$ cat config.mk
export PLATFORM = sky130hd
export DESIGN_NAME = sched_output_collector
export DESIGN_NICKNAME = d
export VERILOG_FILES = /design/src/rtl/sched_pkg.sv /design/src/rtl/sched_valid_pipe.sv /design/src/rtl/sched_output_collector.sv
export SDC_FILE = /design/constraint.sdc
export NUM_CORES = 1
export LEC_CHECK = 0
export BUFFER_PORTS_ARGS = -buffer_cell sky130_fd_sc_hd__buf_2
export CAP_MARGIN = 20
export CORE_MARGIN = 2
export CORE_UTILIZATION = 26
export DETAILED_ROUTE_END_ITERATION = 8
export GPL_TIMING_DRIVEN = 0
export RECOVER_POWER = 50
export SLEW_MARGIN = 20
export SYNTH_ARGS = -nofsm -noshare
export SYNTH_HDL_FRONTEND = slang
export SYNTH_HIERARCHICAL = 1
export SYNTH_SLANG_ARGS = --single-unit
$ cat constraint.sdc
create_clock -name clk -period 2.3 [get_ports clk]
set_input_delay 0.575 -clock clk [delete_from_list [all_inputs] [get_ports clk]]
set_output_delay 0.575 -clock clk [all_outputs]
set_load 0.05 [all_outputs]
$ cat src/rtl/sched_pkg.sv
// Shared sizing helpers for the statically scheduled datapath primitives.
// Counter widths hold 0..depth inclusive; pointer widths index 0..depth-1.
package sched_pkg;

    function automatic int sched_cnt_w(input int depth);
        return $clog2(depth + 1);
    endfunction

    // A single-entry store still needs a one-bit pointer
    function automatic int sched_ptr_w(input int depth);
        return (depth > 1) ? $clog2(depth) : 1;
    endfunction

endpackage

$ cat src/rtl/sched_valid_pipe.sv
// Delays a go pulse by DELAY cycles to produce the capture strobe; DELAY=0 is a wire.
// Fixed latency DELAY, no backpressure: every pulse entering emerges DELAY cycles later.
module sched_valid_pipe #(
    parameter int DELAY = 2
) (
    input  logic clk,
    input  logic reset,
    input  logic go,
    output logic strobe
);

    if (DELAY == 0) begin : g_pass
        logic unused_clk_rst;
        assign unused_clk_rst = clk ^ reset;
        assign strobe = go;
    end else begin : g_pipe
        logic [DELAY-1:0] pipe_q;
        logic [DELAY-1:0] pipe_d;

        // Stage k holds the invocation started k+1 cycles ago
        always_comb begin
            pipe_d    = pipe_q;
            pipe_d[0] = go;
            for (int k = 1; k < DELAY; k++) begin
                pipe_d[k] = pipe_q[k-1];
            end
        end

        always_ff @(posedge clk) begin
            if (reset) begin
                pipe_q <= '0;
            end else begin
                pipe_q <= pipe_d;
            end
        end

        assign strobe = pipe_q[DELAY-1];
    end

endmodule

$ cat src/rtl/sched_output_collector.sv
// Captures data_in DELAY cycles after each accepted go into a DEPTH-entry FIFO; 1-cycle capture-to-output.
// Credit-based: can_go stays low until every in-flight and queued result has storage; head held while out_ready low.
module sched_output_collector
    import sched_pkg::*;
#(
    parameter int WIDTH = 32,
    parameter int DELAY = 2,
    parameter int DEPTH = 4
) (
    input  logic             clk,
    input  logic             reset,
    input  logic             go,
    input  logic [WIDTH-1:0] data_in,
    output logic             can_go,
    output logic             out_valid,
    input  logic             out_ready,
    output logic [WIDTH-1:0] out_data,
    output logic             overflow
);

    localparam int CNT_W = sched_cnt_w(DEPTH);
    localparam int PTR_W = sched_ptr_w(DEPTH);

    typedef logic [CNT_W-1:0] cnt_t;
    typedef logic [PTR_W-1:0] ptr_t;

    cnt_t             in_flight_q, in_flight_d;
    cnt_t             occ_q, occ_d;
    ptr_t             head_q, head_d;
    ptr_t             tail_q, tail_d;
    logic             overflow_q, overflow_d;
    logic [WIDTH-1:0] mem_q [DEPTH];
    logic [WIDTH-1:0] mem_d [DEPTH];

    logic             go_acc;
    logic             strobe;
    logic             pop;
    logic [CNT_W:0]   credit_used;

    function automatic ptr_t ptr_inc(input ptr_t p);
        return (p == PTR_W'(DEPTH - 1)) ? '0 : p + PTR_W'(1);
    endfunction

    // Credit looks only at registered counts, so a same-cycle pop is credited next cycle
    assign credit_used = {1'b0, in_flight_q} + {1'b0, occ_q};
    assign can_go      = credit_used < (CNT_W+1)'(DEPTH);
    assign go_acc      = go && can_go;
    assign out_valid   = (occ_q != '0);
    assign pop         = out_valid && out_ready;
    assign out_data    = mem_q[head_q];
    assign overflow    = overflow_q;

    sched_valid_pipe #(
        .DELAY (DELAY)
    ) u_valid_pipe (
        .clk    (clk),
        .reset  (reset),
        .go     (go_acc),
        .strobe (strobe)
    );

    always_comb begin
        in_flight_d = in_flight_q;
        occ_d       = occ_q;
        head_d      = head_q;
        tail_d      = tail_q;
        overflow_d  = overflow_q || (go && !can_go);
        mem_d       = mem_q;

        if (go_acc && !strobe) begin
            in_flight_d = in_flight_q + CNT_W'(1);
        end else if (!go_acc && strobe) begin
            in_flight_d = in_flight_q - CNT_W'(1);
        end

        if (strobe && !pop) begin
            occ_d = occ_q + CNT_W'(1);
        end else if (!strobe && pop) begin
            occ_d = occ_q - CNT_W'(1);
        end

        if (strobe) begin
            mem_d[tail_q] = data_in;
            tail_d        = ptr_inc(tail_q);
        end
        if (pop) begin
            head_d = ptr_inc(head_q);
        end
    end

    always_ff @(posedge clk) begin
        if (reset) begin
            in_flight_q <= '0;
            occ_q       <= '0;
            head_q      <= '0;
            tail_q      <= '0;
            overflow_q  <= 1'b0;
            for (int i = 0; i < DEPTH; i++) begin
                mem_q[i] <= '0;
            end
        end else begin
            in_flight_q <= in_flight_d;
            occ_q       <= occ_d;
            head_q      <= head_d;
            tail_q      <= tail_d;
            overflow_q  <= overflow_d;
            mem_q       <= mem_d;
        end
    end

    // Credit guarantees a capture always finds a free slot
    a_capture_not_full: assert property (@(posedge clk) disable iff (reset)
        strobe |-> (occ_q < CNT_W'(DEPTH)));

endmodule

==> results.json, run 1 <==
{
  "synth_top_cells_by_area": "sky130_fd_sc_hd__dfxtp_1 47%, sky130_fd_sc_hd__nand2_1 16%, sky130_fd_sc_hd__mux4_2 11%",
  "max-vdd-ir-drop_v": 0.000652,
  "floorplan.rows": 55,
  "ratio_of_cells_with_drive_above_1_in_the_final_layout_pct": 24.1,
  "cp_top_family": "buffers and inverters",
  "synthMostInstantiatedCell": "sky130_fd_sc_hd__nand2_1",
  "placed_cells_incl_taps": 1025,
  "antennaDiodeCount": 0,
  "clk_pin_slew_ps": 60,
  "detail_route.wirelength_mm": 17.3,
  "number_of_global_route_vias_before_repair": 4874,
  "timing.final.setup_violations": 31,
  "cts_root_buf": "sky130_fd_sc_hd__clkbuf_16",
  "setup.worst_path.start_class": "register",
  "htreeDepth": 4,
  "synthFlopType": "sky130_fd_sc_hd__dfxtp_1",
  "cp_max_fo": 6,
  "maxCapViolCount": 0,
  "fin_setup_tns_ps": -2710,
  "maxSlewHeadroom_pct": 53.7,
  "post_synth_most_frequent_cells": "261 x sky130_fd_sc_hd__nand2_1, 141 x sky130_fd_sc_hd__dfxtp_1, 132 x sky130_fd_sc_hd__a21oi_1",
  "post_drt_wl_per_cell_um": 16.2,
  "synth_cells": 670,
  "grt_start_max_net_pins": 17,
  "worstSetupPathType": "register to output port",
  "crit_required_ps": 1730,
  "synth_top_cell_by_area": "sky130_fd_sc_hd__dfxtp_1",
  "synthesis.yosys.warnings": 6,
  "timing.final.max_slew_violations": 0,
  "final_instance_area_um2": 7810,
  "synth_top_cell_area_share_pct": 47.3,
  "failed_checks": "setup timing",
  "met3RoutedLength_um": 874,
  "numClockSinks": 141,
  "synth-seq-area-share_pct": 47.3,
  "path_buf_inv": 4,
  "syn_avg_cell_area_um2": 8.91,
  "hold_buffers": 0,
  "setup.reg_to_reg.worst_slack_ps": -70,
  "die_h_um": 156,
  "layout.nets": 823,
  "grt_first_pass_wirelength_mm": 26.9,
  "place_congestion": 0.759,
  "insertion_delay_ps": 420,
  "timing.fmax_mhz": 411,
  "postSynthRegisterBits": 141,
  "io-pin-count": 71,
  "finalCriticalPeriod_ps": 2430,
  "cts-buffers-inserted": 17,
  "starting_density_of_the_core_pct": 26.5,
  "cp_common_cell": "sky130_fd_sc_hd__buf_12",
  "post_drt_via_cell_ratio": 4.67,
  "post-route-period-util_pct": 106,
  "worst_hold_slack_ps": 412,
  "worst-endpoint-arrival_ps": 1860,
  "final_core_utilization_pct": 34.6,
  "multi_input_area_um2": 2780,
  "clock_path_buffers": 2,
  "die_area_um2": 24200,
  "power.density_nw_per_um2": 967,
  "worstPathCellList": "buf_12, buf_12, buf_12, mux4_2, buf_6",
  "post_route_worst_setup_slack_ps": -134,
  "detail_route.drc_violations": 0,
  "timing.clock.skew_ps": 7.17,
  "area_of_the_mapped_netlist_um2": 5970,
  "detailedPlacementHpwl_mm": 11.5,
  "track_usage_pct": 14.6,
  "async_flop_share_pct": 0,
  "placedInstanceArea_um2": 6710,
  "hp-class": "input pin to register",
  "dr_wl_met2_mm": 8.21,
  "floorplan.core_area_um2": 22600,
  "die_x_um": 156,
  "num-fill-cells": 2335,
  "route.top_layer_used": "met5",
  "place_ws_ps": -177,
  "timing.final.hold_violations": 0,
  "setup_repair_after_global_routing_missed_its_margin": "true",
  "detail-route-antenna-nets": 0,
  "run_status": "complete, but fails checks",
  "drc_marker_count_from_the_first_detailed_route_iteration": 279,
  "vias": 5010,
  "edff_count_synth": 0,
  "routedLengthMet1_mm": 7.99,
  "worst_setup_path_end_kind": "output port",
  "number_of_detailed_route_iterations_in_the_first_pass": 4,
  "globalRoute.totalOverflow": 0,
  "worstMarginPinSlew_ps": 694,
  "leakage_nw": 2.77,
  "synthToLayoutAreaGrowth_pct": 30.8,
  "synthesized_nets": 717,
  "report.power.total_mw": 7.55,
  "antenna_found_initial": 1,
  "yosys.cell_types.count": 28,
  "port-buffer-count": 70,
  "fin_cells": 1073,
  "critical-path-max-stage-delay_ps": 540,
  "critical-path-slowest-cell": "sky130_fd_sc_hd__mux4_2",
  "seq_area_um2": 2830,
  "tritoncts": "yes"
}
[layout by cell type (no fill, tap or decap), types with 2 or more instances in the layout]
cell type / synthesis / routed
sky130_fd_sc_hd__clkbuf_16: 0 / 17
sky130_fd_sc_hd__o21ai_0: 2 / 2
sky130_fd_sc_hd__buf_8: 1 / 8
sky130_fd_sc_hd__or3_1: 4 / 4
sky130_fd_sc_hd__mux4_2: 30 / 31
sky130_fd_sc_hd__ha_1: 9 / 7
sky130_fd_sc_hd__buf_6: 10 / 38
sky130_fd_sc_hd__and2_1: 5 / 3
sky130_fd_sc_hd__a21oi_1: 132 / 132
sky130_fd_sc_hd__mux2i_1: 4 / 4
sky130_fd_sc_hd__buf_12: 2 / 7
sky130_fd_sc_hd__bufinv_16: 0 / 6
sky130_fd_sc_hd__buf_2: 25 / 51
sky130_fd_sc_hd__nand2_1: 261 / 261
sky130_fd_sc_hd__xor2_1: 4 / 4
sky130_fd_sc_hd__clkinv_2: 0 / 4
sky130_fd_sc_hd__clkbuf_1: 10 / 21
sky130_fd_sc_hd__nor2b_1: 2 / 2
sky130_fd_sc_hd__buf_4: 4 / 13
sky130_fd_sc_hd__clkbuf_8: 0 / 2
sky130_fd_sc_hd__nor2_1: 7 / 7
sky130_fd_sc_hd__inv_1: 6 / 5
sky130_fd_sc_hd__dfxtp_4: 0 / 2
sky130_fd_sc_hd__dfxtp_1: 141 / 138
[final cells by class]
cell class / instances / area share, %
inverter: 6 / 0.288
tap: 285 / 4.57
multi-input combinational: 470 / 35.6
timing repair buffer: 87 / 9.97
clock buffer: 19 / 5.80
buffer: 53 / 4.77
clock inverter: 12 / 2.77
sequential: 141 / 36.3
[layer usage]
layer | up-vias | global-route usage, %
li1 | 2448 | -
met1 | 2418 | 19.3
met2 | 119 | 23.6
met3 | 23 | 4.17
met4 | 2 | 3.49
met5 | - | 0
[sequential cells by signal, summed over array words and instances (netlist names)]
signal,flops
mem_q,128
head_q,2
tail_q,2
overflow,1
u_valid_pipe/g_pipe.pipe_q,2
occ_q,3
in_flight_q,3
[kinds of logic (layout without fill, tap and decap cells)]
group	after synthesis	count (layout)	share of synthesized area (%)
mux	36	36	12.9
xor+xnor	4	4	0.587
fa+ha+maj	11	11	2.56
buf+inv	59	177	6.48
compound gates	136	136	11.7
simple gates	283	283	18.5
flops	141	141	47.3
[where the power goes]
group | switching (mW) | internal, mW | total, mW
logic | 1.00 | 0.768 | 1.77
registers | 0.0938 | 2.58 | 2.67
clock network | 1.03 | 2.08 | 3.11
[worst paths after layout]
check	from	end	cells after the start
max	head_q[1]$_SDFFE_PP0P_	out_data[7]	5
max reg2reg	in_flight_q[1]$_SDFFE_PP0P_	in_flight_q[2]$_SDFFE_PP0P_	10
min reg2reg	mem_q[47]$_SDFFE_PP0P_	mem_q[47]$_SDFFE_PP0P_	2
min	reset	u_valid_pipe/g_pipe.pipe_q[0]$_SDFF_PP0_	2
[timing repair]
action                                  CTS  global route
setup buffers                            14             3
gates cloned                              2             0
hold endpoints to repair                  0             0
pin swaps                                 4             1
endpoints found under the setup margin   34            34
gates resized for setup                  88             5
No activity file was read; power rests on OpenSTA's default activity.
==> run 2, diff against run 1 <==
==> constraint.sdc (replaced) <==
create_clock -name clk -period 2.3 [get_ports clk]
set_input_delay 0.23 -clock clk [delete_from_list [all_inputs] [get_ports clk]]
set_output_delay 0.23 -clock clk [all_outputs]
set_load 0.05 [all_outputs]
==> run 2 against run 1 <==
  * The run still ends with setup timing left
  * Power down 2.5%
  * Register-to-register slack improved by 40 ps
  * Clock power is essentially flat
  * Global-route usage fell by 0.24 points
  * Cell area decreased by 4.8%
  * Core utilization fell by 1.7 points
  * Hold slack got worse by 330 ps
==> results.json, run 2 (synthesis gave the netlist of run 1 again) <==
{
  "run_status": "complete, but fails checks",
  "failed_checks": "setup timing",
  "setup.reg_to_reg.worst_slack_ps": -30,
  "number_of_detailed_route_iterations_in_the_first_pass": 5,
  "min_delay_path_depth": 3,
  "cp_max_fo": 2,
  "drc_marker_count_from_the_first_detailed_route_iteration": 282,
  "starting_density_of_the_core_pct": 26.5,
  "detail_route.wirelength_mm": 17.1,
  "worst_setup_path_end_kind": "register",
  "largestRegisters": "mem_q (128), in_flight_q (3), occ_q (3)",
  "detail_route.drc_violations": 0,
  "grt_start_max_net_pins": 17,
  "finalCriticalPeriod_ps": 2330,
  "r2r_cells": 10,
  "tritoncts": "yes",
  "port-buffer-count": 70,
  "io-pin-count": 71,
  "numClockSinks": 141,
  "worstMarginPinSlew_ps": 658,
  "floorplan.core_area_um2": 22600,
  "layout_common_cells": "261 x sky130_fd_sc_hd__nand2_1, 139 x sky130_fd_sc_hd__dfxtp_1, 132 x sky130_fd_sc_hd__a21oi_1",
  "critical-path-max-stage-delay_ps": 350,
  "post_drt_wl_per_cell_um": 16.1,
  "mostFrequentLayoutCell": "sky130_fd_sc_hd__nand2_1",
  "rr_endpoint": "in_flight_q[2]$_SDFFE_PP0P_",
  "post_drt_via_cell_ratio": 4.67,
  "clock_path_buffers": 2,
  "maxSlewHeadroom_pct": 56.1,
  "worstHoldStart": "data_in[13]",
  "power.density_nw_per_um2": 991,
  "die_area_um2": 24200,
  "track_usage_pct": 14.3,
  "cts-buffers-inserted": 17,
  "largest_register_ffs": 128,
  "number_of_global_route_vias_before_repair": 4820,
  "critical-path-slowest-cell": "sky130_fd_sc_hd__dfxtp_4",
  "cp_common_cell": "sky130_fd_sc_hd__ha_4",
  "worstSetupPathType": "register to register",
  "post-route-period-util_pct": 101,
  "fin_cells": 1061,
  "leakage_nw": 2.68,
  "grt_first_pass_wirelength_mm": 26.5,
  "htreeDepth": 4,
  "detail-route-antenna-nets": 0,
  "globalRoute.totalOverflow": 0,
  "setup_repair_after_global_routing_missed_its_margin": "true",
  "detailedPlacementHpwl_mm": 11.5,
  "crit_required_ps": 2650,
  "cts_root_buf": "sky130_fd_sc_hd__clkbuf_16",
  "die_x_um": 156,
  "regToRegStartpoint": "in_flight_q[1]$_SDFFE_PP0P_",
  "timing.final.setup_violations": 1,
  "top_register": "mem_q",
  "place_congestion": 0.759,
  "path_buf_inv": 1,
  "timing.clock.skew_ps": 8.34,
  "timing.final.max_slew_violations": 0,
  "final_core_utilization_pct": 32.9,
  "setup.worst_path.start_class": "register",
  "report.power.total_mw": 7.36,
  "antenna_found_initial": 1,
  "floorplan.rows": 55,
  "cp_top_family": "simple AND/OR/NAND/NOR gates",
  "insertion_delay_ps": 420,
  "maxCapViolCount": 0,
  "hp-class": "input pin to register",
  "place_ws_ps": -177,
  "post_route_worst_setup_slack_ps": -27.7,
  "timing.hold.worst_endpoint": "mem_q[13]$_SDFFE_PP0P_",
  "antennaDiodeCount": 0,
  "clk_pin_slew_ps": 60,
  "timing.final.hold_violations": 0,
  "ratio_of_cells_with_drive_above_1_in_the_final_layout_pct": 23.7,
  "timing.fmax_mhz": 430,
  "fin_setup_tns_ps": -27.7,
  "worst-endpoint-arrival_ps": 2680,
  "die_h_um": 156,
  "worstPathCellList": "ha_4, and3_4, nor4_4, and2_4, ha_4, inv_2, fa_2, xor2_1, or3_1, a21oi_1",
  "placed_cells_incl_taps": 1025,
  "synthToLayoutAreaGrowth_pct": 24.5,
  "max-vdd-ir-drop_v": 0.000553,
  "layout.nets": 811,
  "vias": 4959
}
-- run 2: cell types whose count changed in the layout (fill, tap and decap cells not counted), sizes merged --
cell	previous run	this run
clkbuf	40	32
dlygate4sd3	0	1
buf	119	114
-- run 2: worst register-to-register path: stages, from the launching register on --
cell and delay [ps]:
sky130_fd_sc_hd__dfxtp_4 350, sky130_fd_sc_hd__ha_4 220, sky130_fd_sc_hd__and3_4 180, sky130_fd_sc_hd__nor4_4 240, sky130_fd_sc_hd__and2_4 210, sky130_fd_sc_hd__ha_4 130
sky130_fd_sc_hd__inv_2 30, sky130_fd_sc_hd__fa_2 320, sky130_fd_sc_hd__xor2_1 150, sky130_fd_sc_hd__or3_1 300, sky130_fd_sc_hd__a21oi_1 120
-- run 2: through the flow --
stage / hold slack (ps) / cell area, µm²
after floorplan: 302 / 6010
after global placement: 425 / 6710
after detailed placement: 435 / 6710
after CTS: 62.3 / 7430
after global routing: 73.9 / 7430
final: 79.5 / 7430
-- run 2: what timing repair did --
action / CTS / global route
gates resized for setup: 1 / 2
pin swaps: 4 / 3
setup buffers: 4 / 0
hold buffers: 1 / 0
endpoints found under the setup margin: 1 / 1
hold endpoints to repair: 1 / 0
-- run 2: worst max-delay path by stage --
stage / slack [ps] / endpoint / cells past startpoint / start
floorplan: -510 / in_flight_q[2]$_SDFFE_PP0P_ / 10 / occ_q[1]$_SDFFE_PP0P_
global placement: -150 / in_flight_q[2]$_SDFFE_PP0P_ / 10 / occ_q[1]$_SDFFE_PP0P_
detailed placement: -180 / in_flight_q[2]$_SDFFE_PP0P_ / 10 / occ_q[1]$_SDFFE_PP0P_
CTS: -130 / in_flight_q[2]$_SDFFE_PP0P_ / 10 / in_flight_q[1]$_SDFFE_PP0P_
global route: -140 / in_flight_q[2]$_SDFFE_PP0P_ / 10 / in_flight_q[1]$_SDFFE_PP0P_
finish: -30 / in_flight_q[2]$_SDFFE_PP0P_ / 10 / in_flight_q[1]$_SDFFE_PP0P_
-- run 2: layout make-up --
type	instances	area (µm²)
Clock buffer	19	453
Sequential cell	141	2830
Clock inverter	12	216
Inverter	6	22.5
Fill cell	2379	15100
Tap cell	285	357
Buffer	53	360
Multi-Input combinational cell	470	2810
Timing Repair Buffer	75	388
-- run 2: routing by layer --
layer	track usage [%]	routed length, µm
met3	4.28	916
met5	0	13
met4	3.58	198
met2	23.2	8090
met1	18.8	7910
-- run 2: power by group --
| group | internal [mW] | total, mW | switching, mW |
|---|---|---|---|
| combinational | 0.606 | 1.57 | 0.968 |
| clock | 2.08 | 3.11 | 1.04 |
| sequential | 2.58 | 2.67 | 0.0987 |
